## config.mk

```make
export PLATFORM = sky130hd
export DESIGN_NAME = bf_bracket_scanner_flat
export DESIGN_NICKNAME = d
export VERILOG_FILES = /design/src/rtl/bf_bracket_scanner_if.sv /design/src/rtl/bf_bracket_scanner.sv /design/src/flat_wrapper.sv
export SDC_FILE = /design/constraint.sdc
export NUM_CORES = 1
export LEC_CHECK = 0
export CAP_MARGIN = 15
export CELL_PAD_IN_SITES_DETAIL_PLACEMENT = 0
export CELL_PAD_IN_SITES_GLOBAL_PLACEMENT = 2
export CORE_ASPECT_RATIO = 1.1
export CORE_MARGIN = 8
export CORE_UTILIZATION = 30
export DETAILED_ROUTE_END_ITERATION = 10
export PLACE_DENSITY_LB_ADDON = 0.3
export SYNTH_ARGS = -nofsm -noshare
export SYNTH_HDL_FRONTEND = slang
export SYNTH_SLANG_ARGS = --single-unit
```

## constraint.sdc

```tcl
create_clock -name clk_i -period 5.55 [get_ports clk_i]
set_input_delay 0.555 -clock clk_i [delete_from_list [all_inputs] [get_ports clk_i]]
set_output_delay 0.555 -clock clk_i [all_outputs]
set_load 0.02 [all_outputs]
```

## src/rtl/bf_bracket_scanner_if.sv

```systemverilog
// Handshake bundle between the BF decoder/ROM side and the bracket scanner.
// Latency: none (wires only).
// Backpressure: none; the scanner raises busy and the decoder stalls on it.
interface bf_bracket_scanner_if #(
  parameter int DEPTH_W = 8
);
  logic               start_fwd;
  logic               start_bwd;
  logic [7:0]         insn;
  logic               pc_en;
  logic               pc_down;
  logic               busy;
  logic               done;
  logic               error;
  logic [DEPTH_W-1:0] depth;

  // Decoder / ROM side: issues search requests and supplies program bytes.
  modport master (
    output start_fwd, start_bwd, insn,
    input  pc_en, pc_down, busy, done, error, depth
  );

  // Scanner side.
  modport slave (
    input  start_fwd, start_bwd, insn,
    output pc_en, pc_down, busy, done, error, depth
  );
endinterface

```

## src/rtl/bf_bracket_scanner.sv

```systemverilog
// Loop-bracket search sequencer: steps the PC until the matching bracket is found.
// Latency: 3 cycles per scanned byte; done pulses 1 cycle after the matching CHECK.
// Backpressure: busy stalls the decoder; start is only accepted in IDLE. Optional BF_SCAN_LIMIT_EN adds a step-limit abort.
module bf_bracket_scanner #(
  parameter int DEPTH_W    = 8
`ifdef BF_SCAN_LIMIT_EN
  ,
  parameter int LIMIT_W    = 16,
  parameter int SCAN_LIMIT = 65535
`endif
) (
  input logic                clk_i,
  input logic                rst_n_i,
  bf_bracket_scanner_if.slave scan_if
);

  localparam logic [2:0] S_IDLE  = 3'd0;
  localparam logic [2:0] S_STEP  = 3'd1;
  localparam logic [2:0] S_WAIT  = 3'd2;
  localparam logic [2:0] S_CHECK = 3'd3;
  localparam logic [2:0] S_DONE  = 3'd4;
  localparam logic [2:0] S_FAIL  = 3'd5;

  localparam logic [7:0] CH_OPEN  = 8'h5B;
  localparam logic [7:0] CH_CLOSE = 8'h5D;

  logic [2:0]         state_q, state_d;
  logic               dir_q, dir_d;      // 1 = searching backward (PC decrements)
  logic [DEPTH_W-1:0] depth_q, depth_d;
  logic               error_q, error_d;
  logic               same_br, opp_br;

`ifdef BF_SCAN_LIMIT_EN
  logic [LIMIT_W-1:0] steps_q, steps_d;
`endif

  // A bracket equal to the origin opens another level; the opposite one closes one.
  always_comb begin
    same_br = dir_q ? (scan_if.insn == CH_CLOSE) : (scan_if.insn == CH_OPEN);
    opp_br  = dir_q ? (scan_if.insn == CH_OPEN)  : (scan_if.insn == CH_CLOSE);
  end

  // Next-state logic for the search sequencer.
  always_comb begin
    state_d = state_q;
    dir_d   = dir_q;
    depth_d = depth_q;
    error_d = error_q;
`ifdef BF_SCAN_LIMIT_EN
    steps_d = steps_q;
`endif
    case (state_q)
      S_IDLE: begin
        // After an abort the block stays parked until reset.
        if (!error_q && (scan_if.start_fwd || scan_if.start_bwd)) begin
          dir_d   = !scan_if.start_fwd;
          depth_d = DEPTH_W'(1);
          state_d = S_STEP;
`ifdef BF_SCAN_LIMIT_EN
          steps_d = '0;
`endif
        end
      end
      S_STEP: begin
        state_d = S_WAIT;
`ifdef BF_SCAN_LIMIT_EN
        steps_d = steps_q + LIMIT_W'(1);
`endif
      end
      S_WAIT: state_d = S_CHECK;
      S_CHECK: begin
        state_d = S_STEP;
        if (same_br) begin
          if (&depth_q) state_d = S_FAIL;
          else          depth_d = depth_q + DEPTH_W'(1);
        end else if (opp_br) begin
          depth_d = depth_q - DEPTH_W'(1);
          if (depth_q == DEPTH_W'(1)) state_d = S_DONE;
        end
`ifdef BF_SCAN_LIMIT_EN
        // A match found on the last allowed step still wins over the abort.
        if (state_d == S_STEP && steps_q >= LIMIT_W'(SCAN_LIMIT)) state_d = S_FAIL;
`endif
      end
      S_DONE: begin
        depth_d = '0;
        state_d = S_IDLE;
      end
      S_FAIL: begin
        error_d = 1'b1;
        state_d = S_IDLE;
      end
      default: state_d = S_IDLE;
    endcase
  end

  // State registers; reset mid-search drops straight back to IDLE.
  always_ff @(posedge clk_i or negedge rst_n_i) begin
    if (!rst_n_i) begin
      state_q <= S_IDLE;
      dir_q   <= 1'b0;
      depth_q <= '0;
      error_q <= 1'b0;
`ifdef BF_SCAN_LIMIT_EN
      steps_q <= '0;
`endif
    end else begin
      state_q <= state_d;
      dir_q   <= dir_d;
      depth_q <= depth_d;
      error_q <= error_d;
`ifdef BF_SCAN_LIMIT_EN
      steps_q <= steps_d;
`endif
    end
  end

  // Moore outputs decoded from the current state.
  always_comb begin
    scan_if.pc_en   = (state_q == S_STEP);
    scan_if.busy    = (state_q == S_STEP) || (state_q == S_WAIT) ||
                      (state_q == S_CHECK) || (state_q == S_DONE);
    scan_if.pc_down = scan_if.busy && dir_q;
    scan_if.done    = (state_q == S_DONE);
    scan_if.error   = error_q || (state_q == S_FAIL);
    scan_if.depth   = depth_q;
  end

endmodule

```

## src/flat_wrapper.sv

```systemverilog
// flat-port wrapper written by rule: the top's interface ports become plain ports
module bf_bracket_scanner_flat 
#(
  parameter int DEPTH_W    = 8

)
  (clk_i, rst_n_i, scan_if_start_fwd, scan_if_start_bwd, scan_if_insn, scan_if_pc_en, scan_if_pc_down, scan_if_busy, scan_if_done, scan_if_error, scan_if_depth);
  bf_bracket_scanner_if #(.DEPTH_W(DEPTH_W)) scan_if_i ();
  input logic clk_i;
  input logic rst_n_i;
  input wire logic [$bits(scan_if_i.start_fwd)-1:0] scan_if_start_fwd;
  input wire logic [$bits(scan_if_i.start_bwd)-1:0] scan_if_start_bwd;
  input wire logic [$bits(scan_if_i.insn)-1:0] scan_if_insn;
  output wire logic [$bits(scan_if_i.pc_en)-1:0] scan_if_pc_en;
  output wire logic [$bits(scan_if_i.pc_down)-1:0] scan_if_pc_down;
  output wire logic [$bits(scan_if_i.busy)-1:0] scan_if_busy;
  output wire logic [$bits(scan_if_i.done)-1:0] scan_if_done;
  output wire logic [$bits(scan_if_i.error)-1:0] scan_if_error;
  output wire logic [$bits(scan_if_i.depth)-1:0] scan_if_depth;
  assign scan_if_i.start_fwd = scan_if_start_fwd;
  assign scan_if_i.start_bwd = scan_if_start_bwd;
  assign scan_if_i.insn = scan_if_insn;
  assign scan_if_pc_en = scan_if_i.pc_en;
  assign scan_if_pc_down = scan_if_i.pc_down;
  assign scan_if_busy = scan_if_i.busy;
  assign scan_if_done = scan_if_i.done;
  assign scan_if_error = scan_if_i.error;
  assign scan_if_depth = scan_if_i.depth;
  bf_bracket_scanner #(.DEPTH_W(DEPTH_W)) u_core (.clk_i(clk_i), .rst_n_i(rst_n_i), .scan_if(scan_if_i));
endmodule
```

==> After elaboration in Yosys (flattened, before gate mapping) <==
Index checks and enable logic that the tools add are counted.
{ "word_totals": {"latchBits": 0, "mem_count": 0, "ram_bits": 0, "output_inout_bits": 13, "rom_bits": 0, "register_bits": 13, "in_bits": 12} }
{ "op_classes": {"n_eq_ne": 11, "n_addsub": 2, "div": 0, "mux": 13, "reduce_logical": 14, "n_shift": 0, "multipliers": 0, "n_lt_le_gt_ge": 0, "bitwise": 0} }
{ "op_table": {"columns": ["operator", "count"], "rows": [
  ["two-way mux 8 bit", 4],
  ["one-hot mux 8 bit (3 select lines)", 1],
  ["equality test 8 x 7 -> 1 bit (second input constant)", 2],
  ["two-way mux 3 bit", 5],
  ["one-hot mux 3 bit (4 select lines)", 1],
  ["adder 8 x 1 -> 8 bit (second input constant)", 1],
  ["equality test 8 x 1 -> 1 bit (second input constant)", 1],
  ["AND reduction 8 bit", 1],
  ["subtractor 8 x 1 -> 8 bit (second input constant)", 1],
  ["equality test 3 x 2 -> 1 bit (second input constant)", 2],
  ["equality test 3 bit (second input constant)", 2],
  ["logical OR 1 bit", 5],
  ["AND reduction 4 bit", 1],
  ["equality test 3 x 1 -> 1 bit (second input constant)", 1],
  ["logical NOT 3 bit", 1],
  ["inequality test 3 x 1 -> 1 bit (second input constant)", 1],
  ["inequality test 3 bit (second input constant)", 1],
  ["nonzero test 3 bit", 1],
  ["logical AND 1 bit", 2],
  ["logical NOT 1 bit", 2],
  ["two-way mux 1 bit", 2],
  ["inequality test 2 x 1 -> 1 bit (second input constant)", 1],
  ["AND reduction 2 bit", 1]
]} }

==> Longest topological paths before layout <==
Gate-level depths: netlist of the first run.
{ "logic_depth": {"word_depth": 5, "mapped_depth": 7} }

==> Worst setup path before layout of the first run <==
No wires, ideal clock.
{ "synth_timing": {"path_kind": "input to register", "start": "input port scan_if_insn[2]", "end": "register u_core.depth_q[4] (netlist: u_core.scan_if.depth[4])", "path_stages": 4, "n_path_buf": 0, "arrival_ps": 1951, "t_required_ps": 5446, "path_slack_ps": 3495, "path_cell_list": "or3b_4 > a211oi_4 > mux2_2 > o311ai_1"} }
{ "synth_between": {"elab_chain_len": 4, "word_cells_on_any_way": 9, "cone_classes": "eq/ne (4); mux (4); reduce/logical (1)"} }
{ "synth_lines": {"columns": ["item", "line_no", "text"], "rows": [
  ["from (decl)", "flat_wrapper.sv:13", "input wire logic [$bits(scan_if_i.insn)-1:0] scan_if_insn;"],
  ["equality test 8 x 7 -> 1 bit", "bf_bracket_scanner.sv:39, bf_bracket_scanner.sv:40", null],
  ["two-way mux 1 bit (on tied branches)", "bf_bracket_scanner.sv:40, bf_bracket_scanner.sv:39", null],
  ["inequality test 3 x 1 -> 1 bit (no source line), or another cell as far along", null, null],
  ["AND reduction 4 bit (no source line) or one-hot mux 8 bit (3 select lines) (tied branches)", null, null],
  ["to (signal assigned)", "bf_bracket_scanner.sv:110", "depth_q <= depth_d;"],
  ["to (decl)", "bf_bracket_scanner.sv:29", "logic [DEPTH_W-1:0] depth_q, depth_d;"]
]} }
Several ways; a longest one is shown, not always the timed one.
A chain may end at the register's enable or synchronous reset.

==> Final worst setup path of the first run <==
{ "layout_timing": {"start": "register u_core.state_q[1]", "end": "output port scan_if_pc_down"} }
{ "layout_between": {"elab_chain_len": 5, "word_cells_on_any_way": 8, "cone_classes": "eq/ne (4); reduce/logical (4)"} }
{ "layout_lines": {"columns": ["item", "line_no", "text"], "rows": [
  ["from (decl)", "bf_bracket_scanner.sv:27", "logic [2:0] state_q, state_d;"],
  ["from (signal assigned)", "bf_bracket_scanner.sv:108", "state_q <= state_d;"],
  ["equality test 3 x 1 -> 1 bit or equality test 3 x 2 -> 1 bit (tied branches)", "bf_bracket_scanner.sv:121", "scan_if.busy = (state_q == S_STEP) || (state_q == S_WAIT) ||"],
  ["logical OR 1 bit (2 in a row)", "bf_bracket_scanner.sv:121", null],
  ["logical OR 1 bit *", "bf_bracket_scanner.sv:122", "(state_q == S_CHECK) || (state_q == S_DONE);"],
  ["logical AND 1 bit *", "bf_bracket_scanner.sv:123", "scan_if.pc_down = scan_if.busy && dir_q;"],
  ["to (decl)", "flat_wrapper.sv:15", "output wire logic [$bits(scan_if_i.pc_down)-1:0] scan_if_pc_down;"]
]} }
Mark *: on every way between the ends. The rest lies on a longest branch, timed or not.

==> results of run 1 <==
per-stage QoR:
stage	util	std cells	hold WS, ns	power [uW]	setup WS (ns)
after detailed placement	0.403	162	0.524	500	2.84
after floorplan	-	107	0.259	374	3.50
after global routing	0.411	166	0.561	601	2.91
after global placement	0.403	162	0.507	495	2.90
final	0.411	166	0.537	559	3.04
after CTS	0.411	166	0.542	565	3.04
cell usage after synthesis (2+ instances only):
library cell / instances / area [um2]
dfrtp_1: 13 / 325
nor2_1: 10 / 37.5
nand3_1: 8 / 40.0
o211ai_1: 7 / 52.6
o311ai_1: 6 / 52.6
inv_1: 5 / 18.8
mux2i_1: 4 / 40.0
nand2_1: 4 / 15.0
a21oi_1: 3 / 15.0
and4_1: 3 / 26.3
ha_1: 3 / 37.5
nand4_1: 3 / 18.8
nor3_1: 3 / 15.0
o21ai_0: 3 / 15.0
a31o_2: 2 / 17.5
and2_1: 2 / 12.5
mux2_2: 2 / 22.5
nand2b_1: 2 / 12.5
nand3b_1: 2 / 15.0
xnor2_1: 2 / 17.5
worst max-delay path: stages (launching register included):
cell and delay [ns]:
dfrtp_1 0.43, nor2_1 0.31, xnor2_1 0.19, and2_1 0.15, clkdlybuf4s50_1 0.59
sequential cells by signal, indices dropped and copies added, names as in the netlist:
signal                cells
u_core.dir_q              1
u_core.error_q            1
u_core.scan_if.depth      8
u_core.state_q            3
cell type report:
class	count	area share
clock buffer	4	0.0208
tap	34	0.0336
sequential	13	0.257
multi-input combinational	86	0.484
timing repair buffer	24	0.190
inverter	5	0.0148
where the power goes:
group	leakage [uW]	switching, uW	internal (uW)
Combinational	0.000274	159	141
Clock	0.0000150	32.7	27.9
Sequential	0.000155	67.2	131
final timing paths:
kind / start / to / slack (ns) / cells after the start
setup / recovery: u_core.state_q[1] / scan_if_pc_down / 3.04 / 4
hold / removal: u_core.error_q / u_core.error_q / 0.54 / 1
setup reg to reg: u_core.scan_if.depth[0] / u_core.scan_if.depth[3] / 3.43 / 5
hold reg to reg: u_core.error_q / u_core.error_q / 0.54 / 1
max in group asynchronous: rst_n_i / u_core.scan_if.depth[7] / 4.48 / 1
min in group asynchronous: rst_n_i / u_core.state_q[0] / 0.66 / 1
cells by family (layout without fill, tap and decap cells):
group | count (synthesis) | in the layout | synth area share
AOI/OAI and AO/OA | 26 | 26 | 0.208
xor gates and xnor gates | 3 | 3 | 0.0271
adders and majority gates | 3 | 3 | 0.0387
buffers and inverters | 8 | 33 | 0.0335
DFF | 13 | 13 | 0.335
muxes | 6 | 6 | 0.0645
and+or+nand+nor | 48 | 48 | 0.293
layer usage:
| metal | share of wire | up-vias | wire (um) |
|---|---|---|---|
| li1 | - | 456 | - |
| met1 | 0.43 | 454 | 1200 |
| met2 | 0.49 | 29 | 1340 |
| met3 | 0.073 | 2 | 202 |
| met4 | 0.0043 | 0 | 12 |
| met5 | 0 | - | 0 |
==> metrics.md, run 1 <==
| Metric | Value |
|---|---|
| Ant. Diodes | 0 |
| CP Max Fanout | 5 |
| Core Region | between 3000 and 4000 um2 |
| Final ANT Viol Nets | 0 |
| CP arrival | roughly 2.0 ns |
| Sequential fraction of the synthesis area | 0.335 |
| FF+latch count, synth | 13 |
| Cts repair resizes | 0 |
| Syn_nets | approximately 120 |
| Leakage dissipation | approximately 0.00044 uW |
| RSZ-0062 raised after global routing | no |
| Setup TNS | 0 ns |
| Startpoint types | flop |
| Met2 usage | 0.196 |
| Data required time of the worst path | approximately 5 ns |
| # setup viols final | 0 |
| P&R area growth vs syn | 30.5% |
| CTS Sinks | 13 |
| Max_cap viols | 0 |
| Initial core utilization | 0.315 |
| Drt wl/cell | 16.6 um |
| First-pass GRT wire length | 4.59 mm |
| Most frequent cells in the layout | clkdlybuf4s50_1 (24), dfrtp_1 (13), nor2_1 (10), nand3_1 (8), o211ai_1 (7) |
| Setup bufs post-CTS | 0 |
| Final hold vios | 0 |
| Die Wd | 70.2 um |
| Routed vias/inst | approximately 5.7 |
| Share of cells above drive strength 1 | 0.0909 |
| FMAX | roughly 400 MHz |
| CTS clock-pin slew for the worst setup and hold paths | 0.08 ns |
| Row cnt | 21 |
| GRT Residual Overflow | 0 |
| Final WL | ~2.8 mm |
| M3 GR Usage | 0.0339 |
| Die ar. | ~5300 um2 |
| Post-synthesis cell area | between 900 and 1000 um2 |
| Number of global-route vias before repair | approximately 1000 |
| Dpl cell area | 1240 um2 |
| Die height | ~76 um |
| Nets | ~150 |
| Slew headroom | 0.574 |
| Worst Max-Slew Pin Slew | roughly 0.64 ns |
| RePlAce Congestion | a little over 0.8 |
| Most common cell after layout, fill and taps aside | clkdlybuf4s50_1 |
| Crit path time final | 2.51 ns |
| DR pass1 iterations | 4 |
| Worst clock skew | between 0.002 and 0.0025 ns |
| CP endpoint kind | primary output |
| Library cells used by synthesis | 40 |
| Pwr Density | 442 nW/um2 |
| Total Routing Usage GR | 0.105 |
| Area of the multi-input gates | ~610 um2 |
| Drc violations | 0 |
| Hold-fix buffers, CTS | 0 |
| Hpwl dp | between 2 and 2.5 mm |
| Most crowded layer after global routing | met2 |
| Largest net degree at the start of global routing | 14 |
| CTS Root Cell | clkbuf_4 |
| Io pins | 25 |
| Cts bufs inserted | 3 |
| Antenna violations before repair | 0 |
| Post-synth ARST share | 1.00 |
| Clock Path Buffers | 2 |
| Hold Crit Class | reg -> reg |
| Post-layout instance area | approximately 1300 um2 |
| Syn Inst Count | roughly 110 |
| DRT iter0 DRCs | 41 |
| Filler instances | 327 |
| FF/Latch Area | about 330 um2 |
| Final worst-path cycle share | 0.452 |
| Routed vias | approximately 940 |
| Setup CP Type | reg -> out |
| Top_reg_cell synth | dfrtp_1 |
| Met1 usage | 0.114 |
| YS warnings | 0 |
| Post-synth EDFFs | 0 |
| Fin. max-slew vios | 0 |
| Status | complete, no violations |
| Skew-Pair Late Insertion Delay | ~0.28 ns |
| Peak VDD IR | 0.242 mV |
| IO Port Bufs | 24 |
| Syn_area_per_cell | 9.06 um2 |
| H-Tree Depth | 1 |
| CTS tree | done |
Power figures use the tool's default switching activity.
==> run 2, diff against run 1 <==
--- a/config.mk
+++ b/config.mk
@@ -10,7 +10,7 @@
 export CELL_PAD_IN_SITES_GLOBAL_PLACEMENT = 2
 export CORE_ASPECT_RATIO = 1.1
 export CORE_MARGIN = 8
-export CORE_UTILIZATION = 30
+export CORE_UTILIZATION = 25
 export DETAILED_ROUTE_END_ITERATION = 10
 export PLACE_DENSITY_LB_ADDON = 0.3
 export SYNTH_ARGS = -nofsm -noshare
==> constraint.sdc (replaced) <==
create_clock -name clk_i -period 2.1 [get_ports clk_i]
set_input_delay 0.21 -clock clk_i [delete_from_list [all_inputs] [get_ports clk_i]]
set_output_delay 0.21 -clock clk_i [all_outputs]
set_load 0.02 [all_outputs]
==> run 2 against run 1 <==
Final cell count grew 16%. Die area rose by 15%. Non-clock buffer count grew 10. Register-to-register slack lost 3.2 ns. Worst hold slack got worse by 0.17 ns. Sequential cell count did not move. Final area rose by 9.6%. Via count grew 3.6%. Clock-buffer cell count unchanged. Sequential power increased to 2.5 times the previous value. Critical endpoint unchanged. Largest power group unchanged. Highest routed layer unchanged.
==> metrics.md, run 2 (same netlist as run 1, synthesis figures left out) <==
| Metric | Value |
|---|---|
| RePlAce Congestion | 0.858 (+6.1%) |
| Cts bufs inserted | 3 (unchanged) |
| Status | complete, no violations |
| Clock power share | 0.141 (+0.033) |
| Final hold vios | 0 (unchanged) |
| Pwr Density | 1180 nW/um2 (+170%) |
| Final WL | 2.93 mm (+6.1%) |
| Drt wl/cell | 15.2 um (-8.3%) |
| Skew-Pair Late Insertion Delay | 0.24 ns (-0.04 ns) |
| CP Max Fanout | 5 (unchanged) |
| Area of the multi-input gates | 619 um2 (+1.2%) |
| Pwr Total | 1640 uW (+190%) |
| Setup CP Type | reg -> out |
| CP arrival | 1.77 ns (-0.18 ns) |
| # setup viols final | 0 (unchanged) |
| Met1 usage | 0.126 (+0.0121) |
| Row cnt | 23 (+9.5%) |
| Core Region | 3680 um2 (+20%) |
| Placed insts | 188 (+16%) |
| H-Tree Depth | 1 (unchanged) |
| FMAX | a little over 500 MHz |
| Slew headroom | 0.559 (-0.0145) |
| Sequential Power Share | 0.305 (-0.050) |
| Ant. Diodes | 0 (unchanged) |
| Filler instances | 404 (+24%) |
| DRT iter0 DRCs | 24 (-41%) |
| Final core area utilization | 0.376 (-0.0351) |
| Startpoint types | flop |
| FF/Latch Area | 325 um2 (unchanged) |
| Most frequent cells in the layout | clkdlybuf4s50_1 (24), dfrtp_1 (13), buf_4 (10), nor2_1 (9), nand3_1 (8) |
| CTS Root Cell | clkbuf_8 |
| Data required time of the worst path | 1.89 ns (-3.10 ns) |
| Most common cell after layout, fill and taps aside | clkdlybuf4s50_1 |
| CP top delay family | buffers and inverters |
| M3 GR Usage | 0.0308 (-0.00307) |
| IO Port Bufs | 24 (unchanged) |
| Worst path slowest cell | clkdlybuf4s50_1 |
| Initial core utilization | 0.263 (-0.0522) |
| Clock Path Buffers | 2 (unchanged) |
| Power Internal | 919 uW (+210%) |
| Setup bufs post-CTS | 0 (unchanged) |
| Total Routing Usage GR | 0.0984 (-0.00709) |
| Routed vias/inst | 5.08 (-10%) |
| Worst slack, placed | -0.0981 ns (-2.94 ns) |
| Worst Max-Slew Pin Slew | 0.659 ns (+0.0216 ns) |
| Worst clock skew | 0.00382 ns (+0.00157 ns) |
| P&R area growth vs syn | 43.0% |
| Fin worst setup slack | 0.121 ns (-2.92 ns) |
| RSZ-0062 raised after global routing | no |
| Most crowded layer after global routing | met2 |
| CP endpoint kind | primary output |
| Crit path time final | approximately 2.0 ns |
| CP peak stage delay | 0.60 ns (about the same) |
| Hold-fix buffers, CTS | 0 (unchanged) |
| Crit path cell chain | nor2_4 -> xnor2_1 -> and2_1 -> clkdlybuf4s50_1 |
| Met2 usage | 0.151 (-0.0447) |
| Io pins | 25 (unchanged) |
| Finished Layout Cells | 192 (+16%) |
| Share of cells above drive strength 1 | 0.162 (+0.0711) |
| Routed vias | 975 (+3.6%) |
| Sw frac | 0.439 (-0.0250) |
| CTS clock-pin slew for the worst setup and hold paths | 0.06 ns (-0.02 ns) |
| CTS Sinks | 13 (unchanged) |
| Hpwl dp | 2.18 mm (+5.9%) |
| Drc violations | 0 (unchanged) |
| Peak VDD IR | 0.392 mV (+62%) |
| Combinational share of power | 0.554 (+0.017) |
| Antenna violations before repair | 0 (unchanged) |
| Die Wd | 75.4 um (+7.4%) |
| Number of global-route vias before repair | 915 (-6.7%) |
| Max_cap viols | 0 (unchanged) |
| Final worst-path cycle share | 0.943 |
| Largest register FFs | 8 (unchanged) |
| CTS tree | done |
| Largest net degree at the start of global routing | 14 (unchanged) |
| GRT Residual Overflow | 0 (unchanged) |
| Final ANT Viol Nets | 0 (unchanged) |
| Die ar. | 6130 um2 (+15%) |
| P_sw | 718 uW (+180%) |
| Buffer and inverter count on the worst path | 1 (unchanged) |
| Hold Crit Class | in -> async |
| First-pass GRT wire length | 4.62 mm (+0.76%) |
| DR pass1 iterations | 4 (unchanged) |
| Nets | 158 (+6.8%) |
| Leakage dissipation | 0.000500 uW (+13%) |
| Die height | 81.3 um (+7.5%) |
| Fin. max-slew vios | 0 (unchanged) |
==> run 2: cell count changes in the layout (fill, tap and decap cells not counted) <==
cell,previous run,this run
buf_4,0,10
clkbuf_4,3,0
clkbuf_8,0,3
nor2_1,10,9
nor2_4,0,1
==> run 2: stage by stage <==
stage,TNS (ns),hold WS (ns),instance area (um2)
2_1_floorplan,0,-0.0856,970
3_3_place_gp,-0.154,0.511,1330
3_5_place_dp,-0.312,0.532,1330
4_1_cts,0,0.388,1380
5_1_grt,0,0.427,1390
6_report,0,0.370,1390
==> run 2: final timing paths <==
| kind | startpoint | endpoint | slack, ns | cells after the start |
|---|---|---|---|---|
| max in group asynchronous | rst_n_i | u_core.state_q[1] | 1.31 | 1 |
| worst min-delay path | rst_n_i | u_core.scan_if.depth[2] | 0.37 | 1 |
| worst min register to register | u_core.error_q | u_core.error_q | 0.55 | 1 |
| min in group clk_i | u_core.error_q | u_core.error_q | 0.55 | 1 |
| worst max register to register | u_core.dir_q | u_core.scan_if.depth[5] | 0.26 | 6 |
| worst max-delay path | u_core.state_q[1] | scan_if_pc_down | 0.12 | 4 |
==> run 2: power by group through the flow <==
stage	sequential, uW	combinational, uW	clock (uW)
floorplan	546	441	0
global placement	490	902	0
detailed placement	490	910	0
CTS	490	916	235
global route	520	987	250
finish	499	906	231
==> run 2: cell type report <==
class                           count  share of cell area
Timing Repair Buffer               34               0.227
Tap cell                           50              0.0451
Sequential cell                    13               0.235
Inverter                            5              0.0135
Multi-Input combinational cell     86               0.447
Clock buffer                        4              0.0325
==> run 2: worst reg2reg max path, cell delays in order, from the launching register on <==
cell and delay, ns:
dfrtp_1 0.37, or3b_4 0.39, a211oi_4 0.31, buf_4 0.21, mux2i_1 0.27, nand3_1 0.11, o311ai_1 0.09
==> run 2: routing by layer <==
layer  share of wire  wire length, um
met2            0.47             1380
met3           0.067              195
met5               0                0
met1            0.45             1320
met4          0.0099               29
==> run 2: timing repair <==
| action | in CTS | in global routing |
|---|---|---|
| setup endpoints to repair | 1 | 1 |
| resized for setup | 1 | 1 |
| endpoints found under the hold margin | 0 | 0 |
==> run 3, diff against run 2 <==
--- a/config.mk
+++ b/config.mk
@@ -12,6 +12,7 @@
 export CORE_MARGIN = 8
 export CORE_UTILIZATION = 25
 export DETAILED_ROUTE_END_ITERATION = 10
+export GPL_ROUTABILITY_DRIVEN = 0
 export PLACE_DENSITY_LB_ADDON = 0.3
 export SYNTH_ARGS = -nofsm -noshare
 export SYNTH_HDL_FRONTEND = slang
==> results of run 3 <==
The final DEF is identical to that of run 2; final timing and power are the same.
